File: config.mk
export PLATFORM = sky130hd
export DESIGN_NAME = add_step_seq_flat
export DESIGN_NICKNAME = d
export VERILOG_FILES = /design/src/rtl/add_step_if.sv /design/src/rtl/add_step_seq.sv /design/src/flat_wrapper.sv
export SDC_FILE = /design/constraint.sdc
export NUM_CORES = 1
export LEC_CHECK = 0
export ABC_AREA = 1
export CORE_MARGIN = 4
export CORE_UTILIZATION = 50
export CTS_BUF_LIST = sky130_fd_sc_hd__clkbuf_2
export DETAILED_ROUTE_END_ITERATION = 10
export PLACE_DENSITY = 0.76
export SETUP_SLACK_MARGIN = 0.5
export SYNTH_ARGS = -nofsm -noshare
export SYNTH_HDL_FRONTEND = slang
export SYNTH_SLANG_ARGS = --single-unit
File: constraint.sdc
create_clock -name clk -period 2 [get_ports clk]
set_input_delay 0.2 -clock clk [delete_from_list [all_inputs] [get_ports clk]]
set_output_delay 0.2 -clock clk [all_outputs]
set_load 0.02 [all_outputs]
File: src/rtl/add_step_if.sv
// Handshake and data bundle for the multi-step adder.
// The master drives the request side, and the slave (add_step_seq) drives the result side.
interface add_step_if #(
   parameter int WIDTH  = 8,
   parameter int STEP_W = 8,
   parameter int CNT_W  = 4
);
   logic                start;
   logic [WIDTH-1:0]    in_data;
   logic [STEP_W-1:0]   step;
   logic [CNT_W-1:0]    repeat_n;
   logic                sat;
   logic                abort;
   logic [WIDTH-1:0]    out_data;
   logic                done;
   logic                busy;
   logic                ovf;

   modport master (
      output start, in_data, step, repeat_n, sat, abort,
      input  out_data, done, busy, ovf
   );

   modport slave (
      input  start, in_data, step, repeat_n, sat, abort,
      output out_data, done, busy, ovf
   );
endinterface

File: src/rtl/add_step_seq.sv
// Multi-step adder. It latches an operand, a step and a repeat count, then adds the
// step to the accumulator once per clock until the count runs out. Overflow either
// wraps or saturates, as selected for each operation. The busy/done/abort handshake
// lets a controller sequence this block like the other step blocks.
module add_step_seq #(
   parameter int WIDTH  = 8,
   parameter int STEP_W = 8,
   parameter int CNT_W  = 4
) (
   input logic       clk,
   input logic       rst_n,
   add_step_if.slave bus
);

   typedef enum logic [0:0] {
      ST_IDLE = 1'b0,
      ST_RUN  = 1'b1
   } state_t;

   state_t              r_state;
   state_t              w_state_nxt;

   logic [WIDTH-1:0]    r_acc;
   logic [WIDTH-1:0]    w_acc_nxt;
   logic [CNT_W-1:0]    r_rem;
   logic [CNT_W-1:0]    w_rem_nxt;
   logic [WIDTH-1:0]    r_step;
   logic [WIDTH-1:0]    w_step_nxt;
   logic                r_sat;
   logic                w_sat_nxt;
   logic                r_ovf_run;
   logic                w_ovf_run_nxt;
   logic [WIDTH-1:0]    r_out;
   logic [WIDTH-1:0]    w_out_nxt;
   logic                r_done;
   logic                w_done_nxt;
   logic                r_ovf;
   logic                w_ovf_nxt;

   logic [WIDTH-1:0]    w_step_ext;
   logic [WIDTH:0]      w_add;
   logic                w_carry;
   logic [WIDTH-1:0]    w_acc_add;

   // This function adds one step with a carry out. In saturate mode, a carry clamps the
   // result to all ones. The carry bit is always reported so that the sticky flag sees it.
   function automatic logic [WIDTH:0] add_step_sat(
      input logic [WIDTH-1:0] a,
      input logic [WIDTH-1:0] b,
      input logic             sat_mode
   );
      logic [WIDTH:0] sum;
      sum = {1'b0, a} + {1'b0, b};
      if (sat_mode && sum[WIDTH]) begin
         sum = {1'b1, {WIDTH{1'b1}}};
      end
      return sum;
   endfunction

   // Zero-extend the incoming step to the accumulator width.
   assign w_step_ext = WIDTH'(bus.step);

   // Compute one accumulation step from the latched step and the latched mode.
   assign w_add     = add_step_sat(r_acc, r_step, r_sat);
   assign w_carry   = w_add[WIDTH];
   assign w_acc_add = w_add[WIDTH-1:0];

   // Hold the state register and the datapath registers, cleared asynchronously.
   always_ff @(posedge clk or negedge rst_n) begin
      if (!rst_n) begin
         r_state   <= ST_IDLE;
         r_acc     <= '0;
         r_rem     <= '0;
         r_step    <= '0;
         r_sat     <= 1'b0;
         r_ovf_run <= 1'b0;
         r_out     <= '0;
         r_done    <= 1'b0;
         r_ovf     <= 1'b0;
      end else begin
         r_state   <= w_state_nxt;
         r_acc     <= w_acc_nxt;
         r_rem     <= w_rem_nxt;
         r_step    <= w_step_nxt;
         r_sat     <= w_sat_nxt;
         r_ovf_run <= w_ovf_run_nxt;
         r_out     <= w_out_nxt;
         r_done    <= w_done_nxt;
         r_ovf     <= w_ovf_nxt;
      end
   end

   // Compute the next state and the register updates.
   // By default everything holds its value and done drops.
   always_comb begin
      w_state_nxt   = r_state;
      w_acc_nxt     = r_acc;
      w_rem_nxt     = r_rem;
      w_step_nxt    = r_step;
      w_sat_nxt     = r_sat;
      w_ovf_run_nxt = r_ovf_run;
      w_out_nxt     = r_out;
      w_done_nxt    = 1'b0;
      w_ovf_nxt     = r_ovf;

      unique case (r_state)
         ST_IDLE: begin
            if (bus.start) begin
               if (bus.repeat_n == '0) begin
                  // A zero count passes the operand straight through in one cycle.
                  w_out_nxt  = bus.in_data;
                  w_done_nxt = 1'b1;
                  w_ovf_nxt  = 1'b0;
               end else begin
                  w_acc_nxt     = bus.in_data;
                  w_rem_nxt     = bus.repeat_n;
                  w_step_nxt    = w_step_ext;
                  w_sat_nxt     = bus.sat;
                  w_ovf_run_nxt = 1'b0;
                  w_state_nxt   = ST_RUN;
               end
            end
         end

         ST_RUN: begin
            if (bus.abort) begin
               // Abort wins even on the final addition. The visible result stays untouched.
               w_state_nxt = ST_IDLE;
            end else begin
               w_acc_nxt     = w_acc_add;
               w_ovf_run_nxt = r_ovf_run | w_carry;
               w_rem_nxt     = r_rem - CNT_W'(1);
               if (r_rem == CNT_W'(1)) begin
                  w_out_nxt   = w_acc_add;
                  w_ovf_nxt   = r_ovf_run | w_carry;
                  w_done_nxt  = 1'b1;
                  w_state_nxt = ST_IDLE;
               end
            end
         end

         default: begin
            w_state_nxt = ST_IDLE;
         end
      endcase
   end

   assign bus.out_data = r_out;
   assign bus.done     = r_done;
   assign bus.busy     = (r_state == ST_RUN);
   assign bus.ovf      = r_ovf;

endmodule

File: src/flat_wrapper.sv
// flat-port wrapper written by rule: the top's interface ports become plain ports
module add_step_seq_flat 
#(
   parameter int WIDTH  = 8,
   parameter int STEP_W = 8,
   parameter int CNT_W  = 4
)
  (clk, rst_n, bus_start, bus_in_data, bus_step, bus_repeat_n, bus_sat, bus_abort, bus_out_data, bus_done, bus_busy, bus_ovf);
  add_step_if #(.WIDTH(WIDTH), .STEP_W(STEP_W), .CNT_W(CNT_W)) bus_i ();
  input logic clk;
  input logic rst_n;
  input wire logic [$bits(bus_i.start)-1:0] bus_start;
  input wire logic [$bits(bus_i.in_data)-1:0] bus_in_data;
  input wire logic [$bits(bus_i.step)-1:0] bus_step;
  input wire logic [$bits(bus_i.repeat_n)-1:0] bus_repeat_n;
  input wire logic [$bits(bus_i.sat)-1:0] bus_sat;
  input wire logic [$bits(bus_i.abort)-1:0] bus_abort;
  output wire logic [$bits(bus_i.out_data)-1:0] bus_out_data;
  output wire logic [$bits(bus_i.done)-1:0] bus_done;
  output wire logic [$bits(bus_i.busy)-1:0] bus_busy;
  output wire logic [$bits(bus_i.ovf)-1:0] bus_ovf;
  assign bus_i.start = bus_start;
  assign bus_i.in_data = bus_in_data;
  assign bus_i.step = bus_step;
  assign bus_i.repeat_n = bus_repeat_n;
  assign bus_i.sat = bus_sat;
  assign bus_i.abort = bus_abort;
  assign bus_out_data = bus_i.out_data;
  assign bus_done = bus_i.done;
  assign bus_busy = bus_i.busy;
  assign bus_ovf = bus_i.ovf;
  add_step_seq #(.WIDTH(WIDTH), .STEP_W(STEP_W), .CNT_W(CNT_W)) u_core (.clk(clk), .rst_n(rst_n), .bus(bus_i));
endmodule
== Yosys cells after proc, flatten, opt, wreduce, memory -nomap -nowiden ==
Index checks and enable logic that the tools add are counted.
Word-level totals
  register bits after elaboration: 33
  bits of input ports: 25
  output and inout bits: 11
Cells by class
  $add $sub $neg: 2
  bitwise operators: 3
  multiplexer cells: 33
  reduce and logical (&&, ||, !) cells: 5
  eq/ne operators: 6
Operators by type and width (number)
  $mux 8: 7
  $pmux 8 s2: 2
  $mux 1: 15
  $mux 4: 3
  $add 8x8->9: 1
  $mux 9: 1
  $ne 2x2->1 const B: 4
  $pmux 1 s2: 4
  $pmux 4 s2: 1
  $reduce_and 3->1: 2
  $eq 4x1->1 const B: 1
  $logic_not 4->1: 1
  $reduce_and 4->1: 1
  $sub 4x1->4 const B: 1
  $ne 2x1->1 const B: 1
  $not 1->1: 2
  $logic_and 1x1->1: 1
  $or 1x1->1: 1

== Logic depth before layout (Yosys ltp) ==
  depth after elaboration: 7
  depth in mapped cells: 11
  gate-level depth less buffers: 11

== Worst setup path before layout ==
OpenSTA, ideal clock, no wires.
  kind: register -> register
  start: register u_core.r_step[0]
  end: register u_core.r_out[3] (netlist: u_core.bus.out_data[3])
  clock period less this slack: 1.734 ns
  arrival: 1.617 ns
  path buffers: 0
  cell stages (with the launch flop): 11
  setup slack: 0.266 ns
  cell sequence: dfrtp_1 -> ha_1 -> fa_1 -> nand2_1 -> nand2_1 -> nand3_1 -> nand2_2 -> a21oi_4 -> nand2_1 -> nand3_1 -> nand2_1
Between the ends
  cells in the longest elaborated chain, start to end: 6
Ends and longest elaborated chain
  start: declaration: RTL line add_step_seq.sv:27  | logic [WIDTH-1:0] r_step;
  start signal: assignment: RTL line add_step_seq.sv:84  | r_step <= w_step_nxt;
  $add 8x8->9 (*): RTL line add_step_seq.sv:53  | sum = {1'b0, a} + {1'b0, b};
  $logic_and 1x1->1: RTL line add_step_seq.sv:54  | if (sat_mode && sum[WIDTH]) begin
  $mux 9 (*): RTL line add_step_seq.sv:54
  $mux 8 (*): RTL line add_step_seq.sv:133  | if (r_rem == CNT_W'(1)) begin
  $mux 8 (*): RTL line add_step_seq.sv:126  | if (bus.abort) begin
  $pmux 8 s2 (*): RTL line add_step_seq.sv:106  | unique case (r_state)
  end signal: assignment: RTL line add_step_seq.sv:87  | r_out <= w_out_nxt;
  end: declaration: RTL line add_step_seq.sv:33  | logic [WIDTH-1:0] r_out;
Mark *: on every way between the ends. The rest lies on a longest branch, timed or not. The select of a mux whose other input is x is not followed.
A chain may end at the register's enable or synchronous reset.

== Worst setup path after layout ==
  start: register u_core.r_step[0]
  end: register u_core.r_acc[4]
Between the ends
  cells in the longest elaborated chain, start to end: 5
Ends and longest elaborated chain
  $add 8x8->9 (*): RTL line add_step_seq.sv:53
  $logic_and 1x1->1: RTL line add_step_seq.sv:54
  $mux 9 (*): RTL line add_step_seq.sv:54
  $mux 8 (*): RTL line add_step_seq.sv:126
  $pmux 8 s2 (*): RTL line add_step_seq.sv:106
  end signal: assignment: RTL line add_step_seq.sv:82  | r_acc <= w_acc_nxt;
  end: declaration: RTL line add_step_seq.sv:23  | logic [WIDTH-1:0] r_acc;
Marked as above.

==> summary.md <==
| Metric | Value |
|---|---|
| Result of the run | finished clean |
| Total number of vias | about 1700 |
| P_leak | about 0.0012 µW |
| Maximum clock frequency | about 0.55 GHz |
| Number of top-level design ports | 36 |
| H-tree depth | 2 |
| Mean area per synthesized cell | ~8.4 µm² |
| Crit end category | flop |
| Initial core utilization | roughly half |
| Number of buffers inserted by port buffering | 35 |
| First-pass detailed-route iteration total | 4 |
| Post-placement cell area | between 2000 and 2500 µm² |
| DRC | 0 |
| Gpl congestion | about 0.90 |
| DRT iter0 DRCs | 76 |
| Clock Skew | about 15 ps |
| Synthesis-stage register bit count | 33 |
| Worst relative slew slack | between 70% and 80% |
| Sinks on Clock Net | 33 |
| Dpl ws | 148 ps |
| Clock buffer count from CTS | 5 |
| Slew @ Worst Pin | around 400 ps |
| Max Root-Sink Buffers | 2 |
| Portion of the post-synthesis area used by sequential elements | about 44% |
| Number of hold-slack violations in the final timing report | 0 |
| Number of enable flip-flop cells after synthesis | 0 |
| Sum of routed wire length over all layers | roughly 4.4 mm |
| Final cycle utilization of the critical path | ~90% |
| Met2 Wirelength | 2.22 mm |
| Area inside the core boundary | 3660 µm² |
| Prevailing post-synth register cell | dfrtp_1 |
| Unique masters post-synth | 27 |
| Worst flop-to-flop path startpoint | u_core.r_step[0] |
| Final setup violation count | 0 |
| Most frequent standard cell in the layout excluding fill and tap cells | nand2_1 |
| Antenna Cells | 0 |
| Crit path buffers/inverters | 0 |
| Maximum ir drop on the vdd rail | around 0.00074 V |
| Worst hold-check path type | input port to async pin |
| Detailed-route vias per instance | 5.16 |
| Net total in the final layout | 309 |
| Insertion delay to the later sink of the worst-skew pair | roughly 370 ps |
| Global router's overall resource usage | between 10% and 20% |
| Peak fanout along the critical path | 5 |
| Cell occurring most often along the worst timing path | nand2_2 |
| Detailed Place HPWL | roughly 3.3 mm |
| Number of antenna violations at the first check in global routing | 0 |
| Routed len/inst | about 14 µm |
| Routed length on met1 | between 1.5 and 2 mm |
| Max Cap Violations | 0 |
| Power density over the cells | between 1000 and 1500 nW/µm² |
| Cell area after synthesis | between 1500 and 2000 µm² |
| Reg-to-reg setup timing slack | approximately 180 ps |
| Total overflow reported by the global router | 0 |
| RSZ-0062 raised after global routing | yes |
| FILL cells | 329 |
| Final std cell area, no fill | roughly 2500 µm² |
| Delay of the slowest cell on the worst path | around 410 ps |
| Worst-case setup margin in the final layout | roughly 180 ps |
| Max-slew violation total from the final report | 0 |
| CP arrival | 2100 ps |
| Root buf cell | clkbuf_2 |
| Cell count after synthesis | 225 |
| Reg-to-reg critical path endpoint | u_core.r_acc[4] |
| Final min period | about 1800 ps |
| Slowest stage cell on the critical path | dfrtp_1 |
| Warning count from the yosys run | 0 |
| Depth of the critical timing path with buffers and inverters included | 10 |
| Pin count of the biggest net entering global routing | 34 |
| Die Y | about 69 µm |
| Die outline width | 69.3 µm |
| Most frequent cells in the layout | nand2_1, dfrtp_1, clkdlybuf4s50_1, inv_1, nand3_1 |
| First-pass GRT wire length | a little over 7 mm |
| Die Footprint | 4810 µm² |
| Detailed-routed wire length on met3 | roughly 200 µm |
| Critical setup path kind | flop to flop |
| Antenna Nets Post-Route | 0 |
| Total negative slack | 0 ps |
| Type of origin of the critical path | flop |
| Synth-to-Final Area Change | 30.5% |
| Row count | 22 |
| Ordered cell list for the critical path | ha_2 > fa_2 > nand2_2 > nand2_2 > nand3_2 > nand2_4 > a21oi_4 > nand2_2 > nand3_2 > nand2_1 |
| Number of global-route vias before repair | about 1600 |
| CTS tree | built |
| Data required time of the critical path | 2280 ps |
| Number of nets produced by synthesis | ~260 |
| Share of cells above drive strength 1 | ~23% |
| Clock slew seen by the registers of the worst setup and hold paths | approximately 160 ps |
| R2r worst-path depth | 10 |
| Highest metal layer used by the detailed router | met4 |
| Crit path max-delay family | adder cells |
| Total power of the final layout | between 3000 and 4000 µW |
| Final core area utilization | 67.1% |
| Post-synth ARST share | 100% |
routing by layer:
layer,up-vias,global-route usage (%)
met2,36,31.0
met4,0,8.24
met3,12,4.93
li1,824,-
met1,791,22.0
met5,-,0
synthesized netlist by cell type (2+ instances only):
cell type | instances | share of area (%)
ha_1 | 10 | 6.7
buf_2 | 3 | 0.80
inv_1 | 21 | 4.2
nand2_1 | 66 | 13
nand3b_1 | 3 | 1.2
dfrtp_1 | 33 | 44
nor2_1 | 13 | 2.6
nand2_2 | 4 | 1.3
or2_2 | 6 | 2.0
mux2_2 | 9 | 5.4
xor2_1 | 2 | 0.93
o211ai_1 | 3 | 1.2
buf_4 | 2 | 0.80
o21ai_0 | 7 | 1.9
o21ai_1 | 5 | 1.3
nand3_1 | 23 | 6.1
a21oi_1 | 5 | 1.3
power breakdown:
group | switching [µW] | leakage (µW) | total [µW] | internal, µW
sequential | 205 | 0.000396 | 1150 | 948
clock | 217 | 0.0000327 | 305 | 87.6
combinational | 1240 | 0.000799 | 2210 | 968
total | 1660 | 0.00123 | 3660 | 2000
layout make-up:
class / count / area, µm² / area share [%]
Multi-Input combinational cell: 164 / 1010 / 41.0
Sequential cell: 33 / 827 / 33.7
Timing Repair Buffer: 47 / 439 / 17.9
Inverter: 22 / 82.6 / 3.36
Tap cell: 48 / 60.1 / 2.45
Clock buffer: 6 / 30.0 / 1.22
Clock inverter: 2 / 10.0 / 0.408
logic make-up (layout without fill, tap and decap cells):
kind of cell | Yosys count | count (layout) | share of synthesized area [%]
AO/OA/AOI/OAI | 23 | 23 | 7.52
XOR/XNOR | 3 | 3 | 1.40
adder cells (fa/ha/maj) | 11 | 11 | 7.72
buffers and inverters | 28 | 77 | 6.59
flip-flops | 33 | 33 | 43.9
multiplexers | 9 | 9 | 5.39
AND/OR/NAND/NOR | 118 | 118 | 27.5
repair_timing:
| action | 4_1_cts | 5_1_grt |
|---|---|---|
| hold buffers | 0 | 0 |
| hold endpoints to repair | 0 | 0 |
| pin swaps | 7 | 1 |
| endpoints found under the setup margin | 32 | 20 |
| gates resized for setup | 27 | 6 |
| setup buffers | 3 | 4 |
worst reg2reg max path, stage by stage, from the launching register on:
cell     delay [ps]
dfrtp_1         410
ha_2            200
fa_2            350
nand2_2          70
nand2_2          70
nand3_2          80
nand2_4          60
a21oi_4         240
nand2_2         120
nand3_2          70
nand2_1          50
per-stage QoR:
stage | hold WS (ps) | instances
floorplan | -95.6 | 225
global placement | 465 | 307
detailed placement | 471 | 307
CTS | 195 | 318
global route | 221 | 322
finish | 206 | 322
how the worst max path moves through the flow:
stage	start	end	slack (ps)
detailed placement	u_core.r_acc[0]	u_core.r_acc[6]	150
finish	u_core.r_step[0]	u_core.r_acc[4]	180
global route	u_core.r_step[0]	u_core.bus.out_data[6]	100
floorplan	u_core.r_acc[0]	u_core.bus.out_data[4]	330
global placement	u_core.r_acc[0]	u_core.bus.out_data[3]	180
CTS	u_core.r_step[0]	u_core.bus.out_data[5]	230
registers in the layout, summed over array words and instances (netlist names):
| signal | count |
|---|---|
| u_core.bus.busy | 1 |
| u_core.r_acc | 8 |
| u_core.bus.out_data | 8 |
| u_core.r_sat | 1 |
| u_core.r_rem | 4 |
| u_core.r_ovf_run | 1 |
| u_core.bus.done | 1 |
| u_core.r_step | 8 |
| u_core.bus.ovf | 1 |
Note: power is estimated with default switching activity, not from simulation.
